### config.mk
export PLATFORM = sky130hd
export DESIGN_NAME = instruction_fetch_unit
export DESIGN_NICKNAME = d
export VERILOG_FILES = /design/src/rtl/riscv_pkg.sv /design/src/rtl/pc_register.sv /design/src/rtl/instruction_fetch_unit.sv
export SDC_FILE = /design/constraint.sdc
export NUM_CORES = 1
export LEC_CHECK = 0
export CAP_MARGIN = 0
export CELL_PAD_IN_SITES_DETAIL_PLACEMENT = 0
export CELL_PAD_IN_SITES_GLOBAL_PLACEMENT = 2
export CORE_ASPECT_RATIO = 1.2
export CORE_UTILIZATION = 23
export DETAILED_ROUTE_END_ITERATION = 12
export MAX_ROUTING_LAYER = met4
export PLACE_DENSITY_LB_ADDON = 0.2
export SLEW_MARGIN = 20
export SYNTH_ARGS = -nofsm -noshare
export SYNTH_HDL_FRONTEND = slang
export SYNTH_SLANG_ARGS = --single-unit
### constraint.sdc
create_clock -name CLK -period 3.8 [get_ports CLK]
set_input_delay 0.76 -clock CLK [delete_from_list [all_inputs] [get_ports CLK]]
set_output_delay 0.76 -clock CLK [all_outputs]
set_load 0.01 [all_outputs]
### src/rtl/riscv_pkg.sv
// Shared RV32I pipeline definitions: data width, reset PC, canonical NOP
// and the fetch FSM state encoding.
package riscv_pkg;

  localparam int unsigned XLEN = 32;

  localparam logic [XLEN-1:0] RESET_PC  = 32'h0000_0000;
  localparam logic [XLEN-1:0] NOP_INSTR = 32'h0000_0013;  // addi x0,x0,0

  typedef enum logic {
    S_IDLE  = 1'b0,
    S_FETCH = 1'b1
  } fetch_state_t;

  // Redirect targets are always word aligned; the low two bits are dropped.
  function automatic logic [XLEN-1:0] word_align(input logic [XLEN-1:0] addr);
    return {addr[XLEN-1:2], 2'b00};
  endfunction

endpackage : riscv_pkg

### src/rtl/pc_register.sv
// Program counter storage: synchronous reset to RESET_PC, otherwise loads
// the next PC only when the fetch control asks for it.
module pc_register
  import riscv_pkg::*;
#(
  parameter logic [XLEN-1:0] RESET_PC_VAL = RESET_PC
) (
  input  logic            clk_i,
  input  logic            rst_i,
  input  logic            load_en_i,
  input  logic [XLEN-1:0] pc_d_i,
  output logic [XLEN-1:0] pc_q_o
);

  logic [XLEN-1:0] pc_q;

  // PC register: reset dominates, then load enable, else hold.
  // NOTE: sequential state uses non-blocking assignments so every flop samples pre-edge values.
  always_ff @(posedge clk_i) begin
    if (rst_i) begin
      pc_q <= RESET_PC_VAL;
    end else if (load_en_i) begin
      pc_q <= pc_d_i;
    end
  end

  assign pc_q_o = pc_q;

endmodule : pc_register

### src/rtl/instruction_fetch_unit.sv
// IF stage of the 5-stage RV32I pipeline. Owns the PC, issues fetches to the
// instruction cache with a busy-wait handshake, applies EX-stage redirects
// (remembering ones that arrive mid-miss) and feeds the IF/ID register.
module instruction_fetch_unit #(
  parameter logic [31:0] RESET_PC  = riscv_pkg::RESET_PC,
  parameter logic [31:0] NOP_INSTR = riscv_pkg::NOP_INSTR
) (
  input  logic        CLK,
  input  logic        RESET,
  input  logic        STALL,
  input  logic        BRANCH_TAKEN,
  input  logic [31:0] BRANCH_TARGET,
  output logic [31:0] IMEM_ADDR,
  output logic        IMEM_READ,
  input  logic [31:0] IMEM_READDATA,
  input  logic        IMEM_BUSYWAIT,
  output logic [31:0] INSTRUCTION,
  output logic [31:0] PC,
  output logic [31:0] PC_INCREMENT4,
  output logic        INSTR_VALID,
  output logic        BUSY_WAIT
);

  import riscv_pkg::*;

  fetch_state_t    state_q, state_d;
  logic            pending_q, pending_d;
  logic [XLEN-1:0] redirect_pc_q, redirect_pc_d;
  logic [XLEN-1:0] pc_q, pc_d;
  logic            pc_load;

  logic            in_fetch;
  logic            done;
  logic            emit;
  logic [XLEN-1:0] pc_plus4;
  logic [XLEN-1:0] target;

  assign in_fetch = (state_q == S_FETCH);
  assign done     = in_fetch && !IMEM_BUSYWAIT;
  assign pc_plus4 = pc_q + 32'd4;  // wraps modulo 2^32
  assign target   = word_align(BRANCH_TARGET);

  // A word reaches IF/ID only if it completed on the correct path and the
  // pipeline is not stalled or being redirected this cycle.
  assign emit = done && !pending_q && !BRANCH_TAKEN && !STALL && !RESET;

  pc_register #(
    .RESET_PC_VAL(RESET_PC)
  ) u_pc_register (
    .clk_i    (CLK),
    .rst_i    (RESET),
    .load_en_i(pc_load),
    .pc_d_i   (pc_d),
    .pc_q_o   (pc_q)
  );

  // FSM state register.
  always_ff @(posedge CLK) begin
    if (RESET) begin
      state_q <= S_IDLE;
    end else begin
      state_q <= state_d;
    end
  end

  // FSM next state: one idle cycle after reset, then fetch forever.
  always_comb begin
    state_d = state_q;
    unique case (state_q)
      S_IDLE:  state_d = S_FETCH;
      S_FETCH: state_d = S_FETCH;
      default: state_d = S_IDLE;
    endcase
  end

  // Redirect bookkeeping registers.
  always_ff @(posedge CLK) begin
    if (RESET) begin
      pending_q     <= 1'b0;
      redirect_pc_q <= '0;
    end else begin
      pending_q     <= pending_d;
      redirect_pc_q <= redirect_pc_d;
    end
  end

  // Next-PC selection in priority order; a redirect seen during a miss is
  // parked in redirect_pc_q and applied when the miss completes, so the
  // fall-through address is never requested.
  // NOTE: every signal written here gets a default first, so no latch is inferred.
  always_comb begin
    pc_load       = 1'b0;
    pc_d          = pc_q;
    pending_d     = pending_q;
    redirect_pc_d = redirect_pc_q;

    if (BRANCH_TAKEN && !done) begin
      redirect_pc_d = target;
      pending_d     = 1'b1;
    end else if (BRANCH_TAKEN && done) begin
      pc_load   = 1'b1;
      pc_d      = target;
      pending_d = 1'b0;
    end else if (pending_q && done) begin
      pc_load   = 1'b1;
      pc_d      = redirect_pc_q;
      pending_d = 1'b0;
    end else if (STALL) begin
      pc_load = 1'b0;  // re-issue the same PC next cycle
    end else if (done) begin
      pc_load = 1'b1;
      pc_d    = pc_plus4;
    end
  end

  // Outputs to the cache and the IF/ID register.
  always_comb begin
    IMEM_ADDR     = pc_q;
    IMEM_READ     = in_fetch && !RESET;
    PC            = pc_q;
    PC_INCREMENT4 = pc_plus4;
    BUSY_WAIT     = !in_fetch || IMEM_BUSYWAIT;
    INSTR_VALID   = emit;
    INSTRUCTION   = emit ? IMEM_READDATA : NOP_INSTR;
  end

endmodule : instruction_fetch_unit
==> results.sh <==
export IMPL_fin_util=0.3675
export IMPL_overflow=0
export IMPL_layout_nets=784
export IMPL_power_total_mw=2.092
export IMPL_leakagePower_nw=2.421
export IMPL_ant_nets=0
export IMPL_path_class="in2out"
export IMPL_finalSetupTns_ps=0
export IMPL_first_pass_iters=5
export IMPL_top_usage_layer="met2"
export IMPL_max_slew_margin=0.5603
export IMPL_status="finished, final reports clean"
export IMPL_async_reset_ff_frac=0
export IMPL_synth_ff_latch_count=62
export IMPL_antenna_found_initial=0
export IMPL_globalplace_congestion=0.7697
export IMPL_drive_gt1_frac=0.08484
export IMPL_rsz0062_at_grt="no"
export IMPL_io_pins=200
export IMPL_syn_inst=556
export IMPL_peakVddDrop_v=0.0001870
export IMPL_min_period_ps=3637
export IMPL_yosysTopAreaCell="dfxtp_1"
export IMPL_synth_cell_type_count=60
export IMPL_p_per_area_nw_per_um2=326.4
export IMPL_setup_viol=0
export IMPL_area_growth_pct=56.81
export IMPL_num_antenna_cells=0
export IMPL_finClkSkew_ps=5.143
export IMPL_yosysWarningCount=0
export IMPL_hpwl_um=12320
export IMPL_critPathMaxStageDelay_ps=620
export IMPL_min_delay_start="redirect_pc_q[14]$_SDFFE_PP0P_"
export IMPL_io_buffers=191
export IMPL_cp_required_ps=3040
export IMPL_drt_iter0_markers=280
export IMPL_worst_pin_slew_ps=657.2
export IMPL_synth_edf_count=0
export IMPL_cap_violations=0
export IMPL_synthMostInstantiatedCell="nand2_1"
export IMPL_endpoint_kind="output port"
export IMPL_slew_violations=0
export IMPL_slowest_stage="clkdlybuf4s50_1"
export IMPL_worstPathMaxFanout=37
export IMPL_syn_area_per_cell_um2=7.352
export IMPL_dieArea_um2=18310
export IMPL_synth_top_cells_by_area="dfxtp_1 30%, a21oi_1 7.8%, nand2_1 7.6%"
export IMPL_cts_max_level=3
export IMPL_met2_usage=0.3172
export IMPL_die_h_um=148.0
export IMPL_synth_top_area_share=0.3036
export IMPL_r2r_start="u_pc_register.pc_q_o[4]$_SDFFE_PP0P_"
export IMPL_min_period_over_period=0.9572
export IMPL_grt_util_met3=0.03009
export IMPL_netlist_area_um2=4088
export IMPL_grt_pass1_wl_um=25550
export IMPL_ys_flop_type="dfxtp_1"
export IMPL_synth_commonest_cells="83 x nand2_1, 64 x a21oi_1, 62 x dfxtp_1, 36 x buf_4, 35 x and3_1"
export IMPL_cts_root_buf="clkbuf_16"
export IMPL_rows=53
export IMPL_met1_usage=0.2409
export IMPL_cts_tree="done"
export IMPL_drc_errors=0
export IMPL_timing_critical_path_from_type="input port"
export IMPL_startpoint="IMEM_BUSYWAIT"
export IMPL_max_freq_mhz=274.9
export IMPL_totalWireLength_um=16920
export IMPL_coreArea_um2=17440
export IMPL_cts_num_sinks=62
export IMPL_grt_max_degree=42
export IMPL_hp_class="reg2reg"
export IMPL_path_clk_slew_ps=60
export IMPL_path_cells="clkdlybuf4s50_1, and3b_1, nor3_2, buf_12, nand2_1, inv_1, clkdlybuf4s50_1"
export IMPL_vias=4618
export IMPL_via_per_inst=4.918
export IMPL_clk_latency_ps=330
export IMPL_fillers=1806
export IMPL_seq_area_frac_synth=0.3036
export IMPL_cp_common_cell="clkdlybuf4s50_1"
export IMPL_grt_usage=0.1914
export IMPL_numCtsBuffers=9
export IMPL_finalHoldViolCount=0
export IMPL_cts_hold_fix_buffers=0
export IMPL_die_w_um=123.7
export IMPL_critPathArrivalTime_ps=2880
export IMPL_wl_per_cell_um=18.01
export IMPL_start_util=0.2344
export IMPL_cts_buffer_depth=2
export IMPL_grt_pass1_vias=4366
[worst max-delay path, delay by kind of cell]
kind	cells	cell delay, ps
simple gates	3	640
buf+inv	4	1460
[power breakdown]
group / internal [mW] / total [mW] / switching, mW
Sequential: 0.694 / 0.751 / 0.0574
Combinational: 0.278 / 0.515 / 0.236
Clock: 0.505 / 0.826 / 0.321
Total: 1.48 / 2.09 / 0.614
[metal layers]
layer | routed length, µm | up-vias | share of wire
met2 | 8526 | 186 | 0.50
li1 | - | 2258 | -
met1 | 7200 | 2161 | 0.43
met4 | 150 | 0 | 0.0089
met3 | 1039 | 13 | 0.061
met5 | 0 | - | 0
[cell families (layout without fill, tap and decap cells)]
| kind of cell | Yosys count | after routing | synth area share |
|---|---|---|---|
| adder cells (fa/ha/maj) | 1 | 1 | 0.003060 |
| AO/OA/AOI/OAI | 147 | 147 | 0.2204 |
| multiplexers | 2 | 2 | 0.004898 |
| other | 1 | 6 | 0.0009174 |
| flip-flops | 62 | 62 | 0.3036 |
| XOR/XNOR | 26 | 26 | 0.05571 |
| buffers and inverters | 87 | 245 | 0.1142 |
| AND/OR/NAND/NOR | 230 | 230 | 0.2972 |
[state kept, by name, indices dropped and copies added (netlist names)]
signal	flops
pending_q	1
u_pc_register.pc_q_o	30
in_fetch	1
redirect_pc_q	30
[placed cells by master, fill, tap and decap left out, types with 4 or more instances in the layout]
master,count
o22ai_1,5
o211ai_1,4
nor2_1,30
clkbuf_16,9
a22o_1,4
and3_1,35
nand2b_1,4
conb_1,6
nand4_1,4
nor4_1,5
a22oi_1,5
a31oi_1,4
a21oi_1,63
or3_1,6
dfxtp_1,60
inv_1,13
o311ai_0,4
nand2_1,83
buf_4,22
nor3_1,10
xor2_1,7
clkdlybuf4s50_1,190
xnor2_1,19
a211oi_1,5
o21ai_0,28
nand3_1,22
[worst paths after layout]
check                                          endpoint  slack (ps)  cells after the start
setup / recovery                            INSTR_VALID         160                      7
hold / removal           redirect_pc_q[14]$_SDFFE_PP0P_         450                      2
setup reg to reg  u_pc_register.pc_q_o[14]$_SDFFE_PP0P_        1520                      6
hold reg to reg          redirect_pc_q[14]$_SDFFE_PP0P_         450                      2
[timing repair]
item                       CTS  global route
hold endpoints to repair     0             0
setup endpoints to repair    0             5
gates resized for setup      0             2
setup buffers                0             0
[cell type report]
type / instances / area (µm²) / area share
clock inverter: 6 / 62.56 / 0.009760
timing repair buffer: 216 / 2132 / 0.3326
multi-input combinational: 412 / 2419 / 0.3773
tap: 220 / 275.3 / 0.04294
inverter: 13 / 48.80 / 0.007613
sequential: 62 / 1244 / 0.1940
clock buffer: 10 / 229.0 / 0.03572
[per-stage QoR]
step	hold WS (ps)	setup slack, ps	cell area (µm²)	std cells
floorplan	431.2	1115	4106	561
global placement	438.0	196.2	6116	923
detailed placement	443.3	149.2	6116	923
CTS	451.3	43.42	6407	939
global route	470.7	55.21	6410	939
finish	452.6	162.8	6410	939
No activity file was read; power rests on OpenSTA's default activity.
